<file path="config.mk">
export PLATFORM = sky130hd
export DESIGN_NAME = branch_ctrl
export DESIGN_NICKNAME = d
export VERILOG_FILES = /design/src/rtl/branch_ctrl_pkg.sv /design/src/rtl/branch_stat_cnt.sv /design/src/rtl/branch_ctrl.sv
export SDC_FILE = /design/constraint.sdc
export NUM_CORES = 1
export LEC_CHECK = 0
export BUFFER_PORTS_ARGS = -buffer_cell sky130_fd_sc_hd__buf_4
export CAP_MARGIN = 10
export CORE_AREA = 4 4 117 119
export CTS_BUF_LIST = sky130_fd_sc_hd__clkbuf_4
export CTS_CLUSTER_SIZE = 30
export DETAILED_ROUTE_END_ITERATION = 8
export DIE_AREA = 0 0 121 123
export PLACE_DENSITY = 0.65
export SYNTH_ARGS = -nofsm -noshare
export SYNTH_HDL_FRONTEND = slang
export SYNTH_HIERARCHICAL = 1
export SYNTH_SLANG_ARGS = --single-unit
</file>
<file path="constraint.sdc">
create_clock -name clk -period 2.1 [get_ports clk]
set_input_delay 0.63 -clock clk [delete_from_list [all_inputs] [get_ports clk]]
set_output_delay 0.63 -clock clk [all_outputs]
set_load 0.1 [all_outputs]
</file>
<file path="src/rtl/branch_ctrl_pkg.sv">
// Shared definitions for the D-stage branch sequencer: comparator op codes,
// FSM state encodings and the operand-readiness helper.
package branch_ctrl_pkg;

  localparam logic [2:0] CMP_none = 3'd0;
  localparam logic [2:0] CMP_beq  = 3'd1;
  localparam logic [2:0] CMP_bne  = 3'd2;
  localparam logic [2:0] CMP_blez = 3'd3;

  typedef enum logic [1:0] {
    BC_IDLE = 2'd0,
    BC_WAIT = 2'd1,
    BC_DONE = 2'd2
  } bc_state_e;

  // blez compares rs against zero, so rt readiness is irrelevant for it.
  function automatic logic ops_ready(input logic rs_ready, input logic rt_ready,
                                     input logic [2:0] op);
    return rs_ready & (rt_ready | (op == CMP_blez));
  endfunction

endpackage

</file>
<file path="src/rtl/branch_stat_cnt.sv">
// Three enable-gated free-running statistics counters (resolved, taken,
// stall cycles); wrap modulo 2^CNT_W and clear on reset.
module branch_stat_cnt #(
  parameter int CNT_W = 32
) (
  input  logic             clk,
  input  logic             reset,
  input  logic             inc_br,
  input  logic             inc_taken,
  input  logic             inc_stall,
  output logic [CNT_W-1:0] stat_br,
  output logic [CNT_W-1:0] stat_taken,
  output logic [CNT_W-1:0] stat_stall
);

  logic [2:0]            inc;
  logic [2:0][CNT_W-1:0] cnt_q;

  assign inc = {inc_stall, inc_taken, inc_br};

  generate
    for (genvar gi = 0; gi < 3; gi++) begin : g_cnt
      logic [CNT_W-1:0] cnt_reg;

      always_ff @(posedge clk) begin
        if (reset) begin
          cnt_reg <= '0;
        end else if (inc[gi]) begin
          cnt_reg <= cnt_reg + CNT_W'(1);
        end
      end

      assign cnt_q[gi] = cnt_reg;
    end
  endgenerate

  assign stat_br    = cnt_q[0];
  assign stat_taken = cnt_q[1];
  assign stat_stall = cnt_q[2];

endmodule

</file>
<file path="src/rtl/branch_ctrl.sv">
// D-stage branch sequencer: waits for forwarded operands, drives the comparator,
// and issues a one-cycle redirect in the delay-slot cycle.
// Optional statistics counters are built when BRANCH_CTRL_STAT_EN is defined.
module branch_ctrl
  import branch_ctrl_pkg::*;
#(
  parameter int MAX_WAIT = 3,
  parameter int CNT_W    = 32
) (
  input  logic             clk,
  input  logic             reset,
  input  logic             D_br_valid,
  input  logic [2:0]       D_cmp_op,
  input  logic             D_rs_ready,
  input  logic             D_rt_ready,
  input  logic [31:0]      D_rs_val,
  input  logic [31:0]      D_rt_val,
  input  logic [31:0]      D_target,
  input  logic             ext_stall,
  input  logic             cmp_result,
  output logic [31:0]      cmp_A,
  output logic [31:0]      cmp_B,
  output logic [2:0]       cmp_op,
  output logic             br_stall,
  output logic             redirect,
  output logic [31:0]      redirect_pc,
  output logic             err,
  output logic [CNT_W-1:0] stat_br,
  output logic [CNT_W-1:0] stat_taken,
  output logic [CNT_W-1:0] stat_stall
);

  localparam int WAIT_W = (MAX_WAIT < 2) ? 1 : $clog2(MAX_WAIT + 1);

  bc_state_e   state_reg, state_next;
  logic        taken_reg, taken_next;
  logic [31:0] tgt_reg, tgt_next;
  logic [WAIT_W-1:0] wait_cnt_reg, wait_cnt_next;
  logic        err_reg, err_next;

  logic ops_ok;
  logic active;
  logic resolve;

  always_ff @(posedge clk) begin
    if (reset) begin
      state_reg    <= BC_IDLE;
      taken_reg    <= 1'b0;
      tgt_reg      <= '0;
      wait_cnt_reg <= '0;
      err_reg      <= 1'b0;
    end else begin
      state_reg    <= state_next;
      taken_reg    <= taken_next;
      tgt_reg      <= tgt_next;
      wait_cnt_reg <= wait_cnt_next;
      err_reg      <= err_next;
    end
  end

  always_comb begin
    ops_ok   = ops_ready(D_rs_ready, D_rt_ready, D_cmp_op);
    active   = (state_reg == BC_IDLE) || (state_reg == BC_WAIT);
    resolve  = D_br_valid & ops_ok & ~ext_stall & active;
    br_stall = D_br_valid & ~ops_ok & (state_reg != BC_DONE);

    cmp_A  = '0;
    cmp_B  = '0;
    cmp_op = CMP_none;
    if (D_br_valid && active) begin
      cmp_A  = D_rs_val;
      cmp_B  = D_rt_val;
      cmp_op = D_cmp_op;
    end

    state_next    = state_reg;
    taken_next    = taken_reg;
    tgt_next      = tgt_reg;
    wait_cnt_next = wait_cnt_reg;
    err_next      = err_reg;

    case (state_reg)
      BC_IDLE: begin
        if (resolve) begin
          state_next    = BC_DONE;
          taken_next    = cmp_result;
          tgt_next      = D_target;
          wait_cnt_next = '0;
        end else if (D_br_valid && !ops_ok) begin
          state_next    = BC_WAIT;
          wait_cnt_next = WAIT_W'(1);
        end
      end
      BC_WAIT: begin
        if (resolve) begin
          state_next    = BC_DONE;
          taken_next    = cmp_result;
          tgt_next      = D_target;
          wait_cnt_next = '0;
        end else if (!D_br_valid) begin
          state_next    = BC_IDLE;
          wait_cnt_next = '0;
        end else if (wait_cnt_reg == WAIT_W'(MAX_WAIT)) begin
          // Hazard timeout is flagged but the branch keeps waiting.
          if (!ops_ok) begin
            err_next = 1'b1;
          end
        end else begin
          wait_cnt_next = wait_cnt_reg + WAIT_W'(1);
        end
      end
      BC_DONE: begin
        // A branch sitting in the delay slot is illegal and is not executed.
        if (D_br_valid) begin
          err_next = 1'b1;
        end
        if (!ext_stall) begin
          state_next = BC_IDLE;
        end
      end
      default: begin
        state_next    = BC_IDLE;
        wait_cnt_next = '0;
      end
    endcase
  end

  // Redirect comes purely from registered state, so it is glitch-free and
  // naturally held while the pipeline is frozen in DONE.
  assign redirect    = (state_reg == BC_DONE) & taken_reg;
  assign redirect_pc = redirect ? tgt_reg : 32'd0;
  assign err         = err_reg;

`ifdef BRANCH_CTRL_STAT_EN
  branch_stat_cnt #(
    .CNT_W(CNT_W)
  ) u_stat (
    .clk       (clk),
    .reset     (reset),
    .inc_br    (resolve),
    .inc_taken (resolve & cmp_result),
    .inc_stall (br_stall),
    .stat_br   (stat_br),
    .stat_taken(stat_taken),
    .stat_stall(stat_stall)
  );
`else
  assign stat_br    = '0;
  assign stat_taken = '0;
  assign stat_stall = '0;
`endif

endmodule

</file>
==> flow_metrics.tcl <==
set metrics [dict create \
    die_w_um 121 \
    insertion_delay_ns 0.34 \
    comb_power_share_pct 60.3 \
    yosysTopAreaCellShare_pct 26.0 \
    globalRoute.totalOverflow 0 \
    holdPathEnd "err" \
    min_path_type "reg -> reg" \
    fp-row-count 41 \
    cp.required_ns 1.47 \
    clk_pin_slew_ns 0.13 \
    grt_max_degree 57 \
    arrival_ns 1.59 \
    ys_types 32 \
    dp_slack_ns -0.237 \
    ant_nets 0 \
    vias 3057 \
    tritoncts "done" \
    power.leakage_uw 0.00316 \
    instances_no_fill 758 \
    status "complete, but fails checks" \
    clk_path_buf_depth 2 \
    rsz0062_at_grt "yes" \
    p_int_uw 1700 \
    skew_ns 0.0132 \
    die_area_sq_um 14900 \
    num_antenna_cells 0 \
    syn_avg_cell_area_sq_um 8.10 \
    finalSetupTns_ns -9.63 \
    dpl_cell_area_sq_um 4650 \
    ys_ff_latch 38 \
    met3_length_um 882 \
    worstHoldStart "err" \
    fin_crit_sh_pct 106 \
    ctsHoldBuffers 0 \
    min_period_ns 2.22 \
    fmax_mhz 451 \
    whs_path_depth 2 \
    r2r_setup_slack_ns 0.23 \
    syn_area_sq_um 2920 \
    synthTopCellsByArea "dfxtp_1, buf_4, and2_1, mux2i_1, and3_1" \
    drv_cap 0 \
    power.switching_uw 1830 \
    io_buffers 207 \
    antenna_found_initial 0 \
    grt_pass1_vias 3097 \
    timing.rr.end "tgt_reg[27]" \
    numPlacedInstances 733 \
    synth-edff-count 0 \
    wl_per_cell_um 16.7 \
    netlist_top_cells_count "buf_4, and2_1, dfxtp_1" \
    final_max_slew_viol_count 0 \
    area_growth_pct 118 \
    dp.final_hpwl_mm 8.32 \
    drc 0 \
    final_nets 692 \
    cellPowerDensity_nw_per_um2 554 \
    ys_warn_count 6 \
    cts_sinks 38 \
    avgViaCountPerCell 4.03 \
    drive_gt1_share_pct 60.6 \
    crit_fanout 8 \
    peakVddDrop_v 0.000289 \
    root_buffer "clkbuf_4" \
    r2r_start "state_reg[1]" \
    cts_buffers 5 \
    cp-end-kind "output pin" \
    path_class "reg -> out" \
    clock_power_share_pct 18.4 \
    wl_met2_mm 7.00 \
    synth_top_flop_cell "dfxtp_1" \
    largest_register_ffs 32 \
    initial_core_util_pct 23.3 \
    grt_usage_pct 14.5 \
    final_cell_area_sq_um 6370 \
    p_seq_share_pct 21.3 \
    core_sq_um 12600 \
    ff2ff_path_depth 10 \
    routabilityCongestion 0.869 \
    synth.most_common_cell "buf_4" \
    die_h_um 123 \
    grt_pass1_wl_mm 16.9 \
    syn_inst 361 \
    maxUsedRoutingLayer "met4" \
    first_pass_iters 4 \
    synth_top_area_cell "dfxtp_1" \
    cts_htree_levels 2 \
    worstSetupStartpointType "flip-flop" \
    ys_seq_area_share_pct 26.0 \
    timing.final.ws_setup_ns -0.117 \
    ios 304 \
    swShare_pct 51.9 \
    violations "setup timing" \
    first_iter_violations 100 \
    ys_async_sr_fraction_pct 0 \
    m1WireLength_mm 4.63 \
    hold_viol 0 \
    setup_viol 101 \
    wl_mm 12.7 \
]
power by group through the flow:
| stage | combinational [uW] | clock, uW | sequential, uW |
|---|---|---|---|
| global placement | 1790 | 0 | 766 |
| floorplan | 1610 | 0 | 767 |
| detailed placement | 1800 | 0 | 768 |
| CTS | 2030 | 674 | 752 |
| global route | 2180 | 698 | 756 |
| finish | 2130 | 648 | 753 |
per-layer routing:
| metal | GRT usage (%) | up-vias |
|---|---|---|
| met2 | 28.4 | 147 |
| met4 | 2.76 | 0 |
| met1 | 15.9 | 1477 |
| met3 | 3.29 | 14 |
| li1 | - | 1419 |
| met5 | 0 | - |
worst max-delay path: stages, from the launching register on:
cell and delay, ns:
dfxtp_2 0.36, inv_1 0.08, nor2_4 0.13, buf_6 0.14, clkbuf_16 0.15, and3_4 0.20, buf_12 0.17
worst max-delay path by stage:
stage,from,end,slack (ns),cells after the start
after floorplan,D_br_valid,cmp_A[0],-0.10,4
after global placement,D_cmp_op[1],br_stall,-0.20,5
after detailed placement,D_cmp_op[1],br_stall,-0.24,5
after CTS,state_reg[1],redirect_pc[31],-0.17,6
after global routing,state_reg[1],cmp_B[14],-0.20,7
final,state_reg[1],redirect_pc[2],-0.12,6
what timing repair did:
action                     CTS  global route
setup endpoints to repair  101           101
buffers inserted             7             5
gates resized for setup    300            60
gates cloned                 2             5
pin swaps                   13             8
cells by family after synthesis:
family / synth area share, %
multiplexers: 11.3
AO/OA/AOI/OAI: 3.30
adder cells (fa/ha/maj): 0.428
other: 0.128
buffers and inverters: 29.2
flip-flops: 26.0
AND/OR/NAND/NOR: 29.6
cell type report:
| class | count | area (sq um) |
|---|---|---|
| flip-flops and latches | 38 | 762 |
| clock buffers | 5 | 37.5 |
| clock inverters | 3 | 68.8 |
| well taps | 172 | 215 |
| multi-input cells | 296 | 2010 |
| repair buffers | 241 | 3260 |
| inverters | 3 | 11.3 |
| fillers | 1097 | 6200 |
cells in the final DEF, fill, tap and decap left out, drive strengths merged:
master / synthesis / layout
buf: 102 / 237
conb: 1 / 96
and2: 68 / 68
dfxtp: 38 / 38
nor2: 35 / 35
mux2i: 33 / 33
and3: 32 / 32
clkbuf: 17 / 9
nand2: 5 / 5
o21ai: 4 / 4
inv: 3 / 3
a21oi: 3 / 3
nand4b: 2 / 2
nand2b: 2 / 2
bufinv: 0 / 2
and3b: 2 / 2
o2111ai: 2 / 2
nor2b: 1 / 1
nand3b: 1 / 1
a22oi: 1 / 1
nand3: 1 / 1
o31ai: 1 / 1
a22o: 1 / 1
a31oi: 1 / 1
a211oi: 1 / 1
nor3b: 1 / 1
nor4: 1 / 1
and4b: 1 / 1
ha: 1 / 1
clkinv: 0 / 1
metrics by stage:
stage	utilization [%]	power (uW)	hold slack (ns)
after floorplan	-	2380	0.445
after global placement	37.0	2550	0.444
after detailed placement	37.0	2560	0.449
after CTS	48.4	3460	0.468
after global routing	50.7	3640	0.497
final	50.7	3530	0.465
Power figures use the tool's default switching activity.
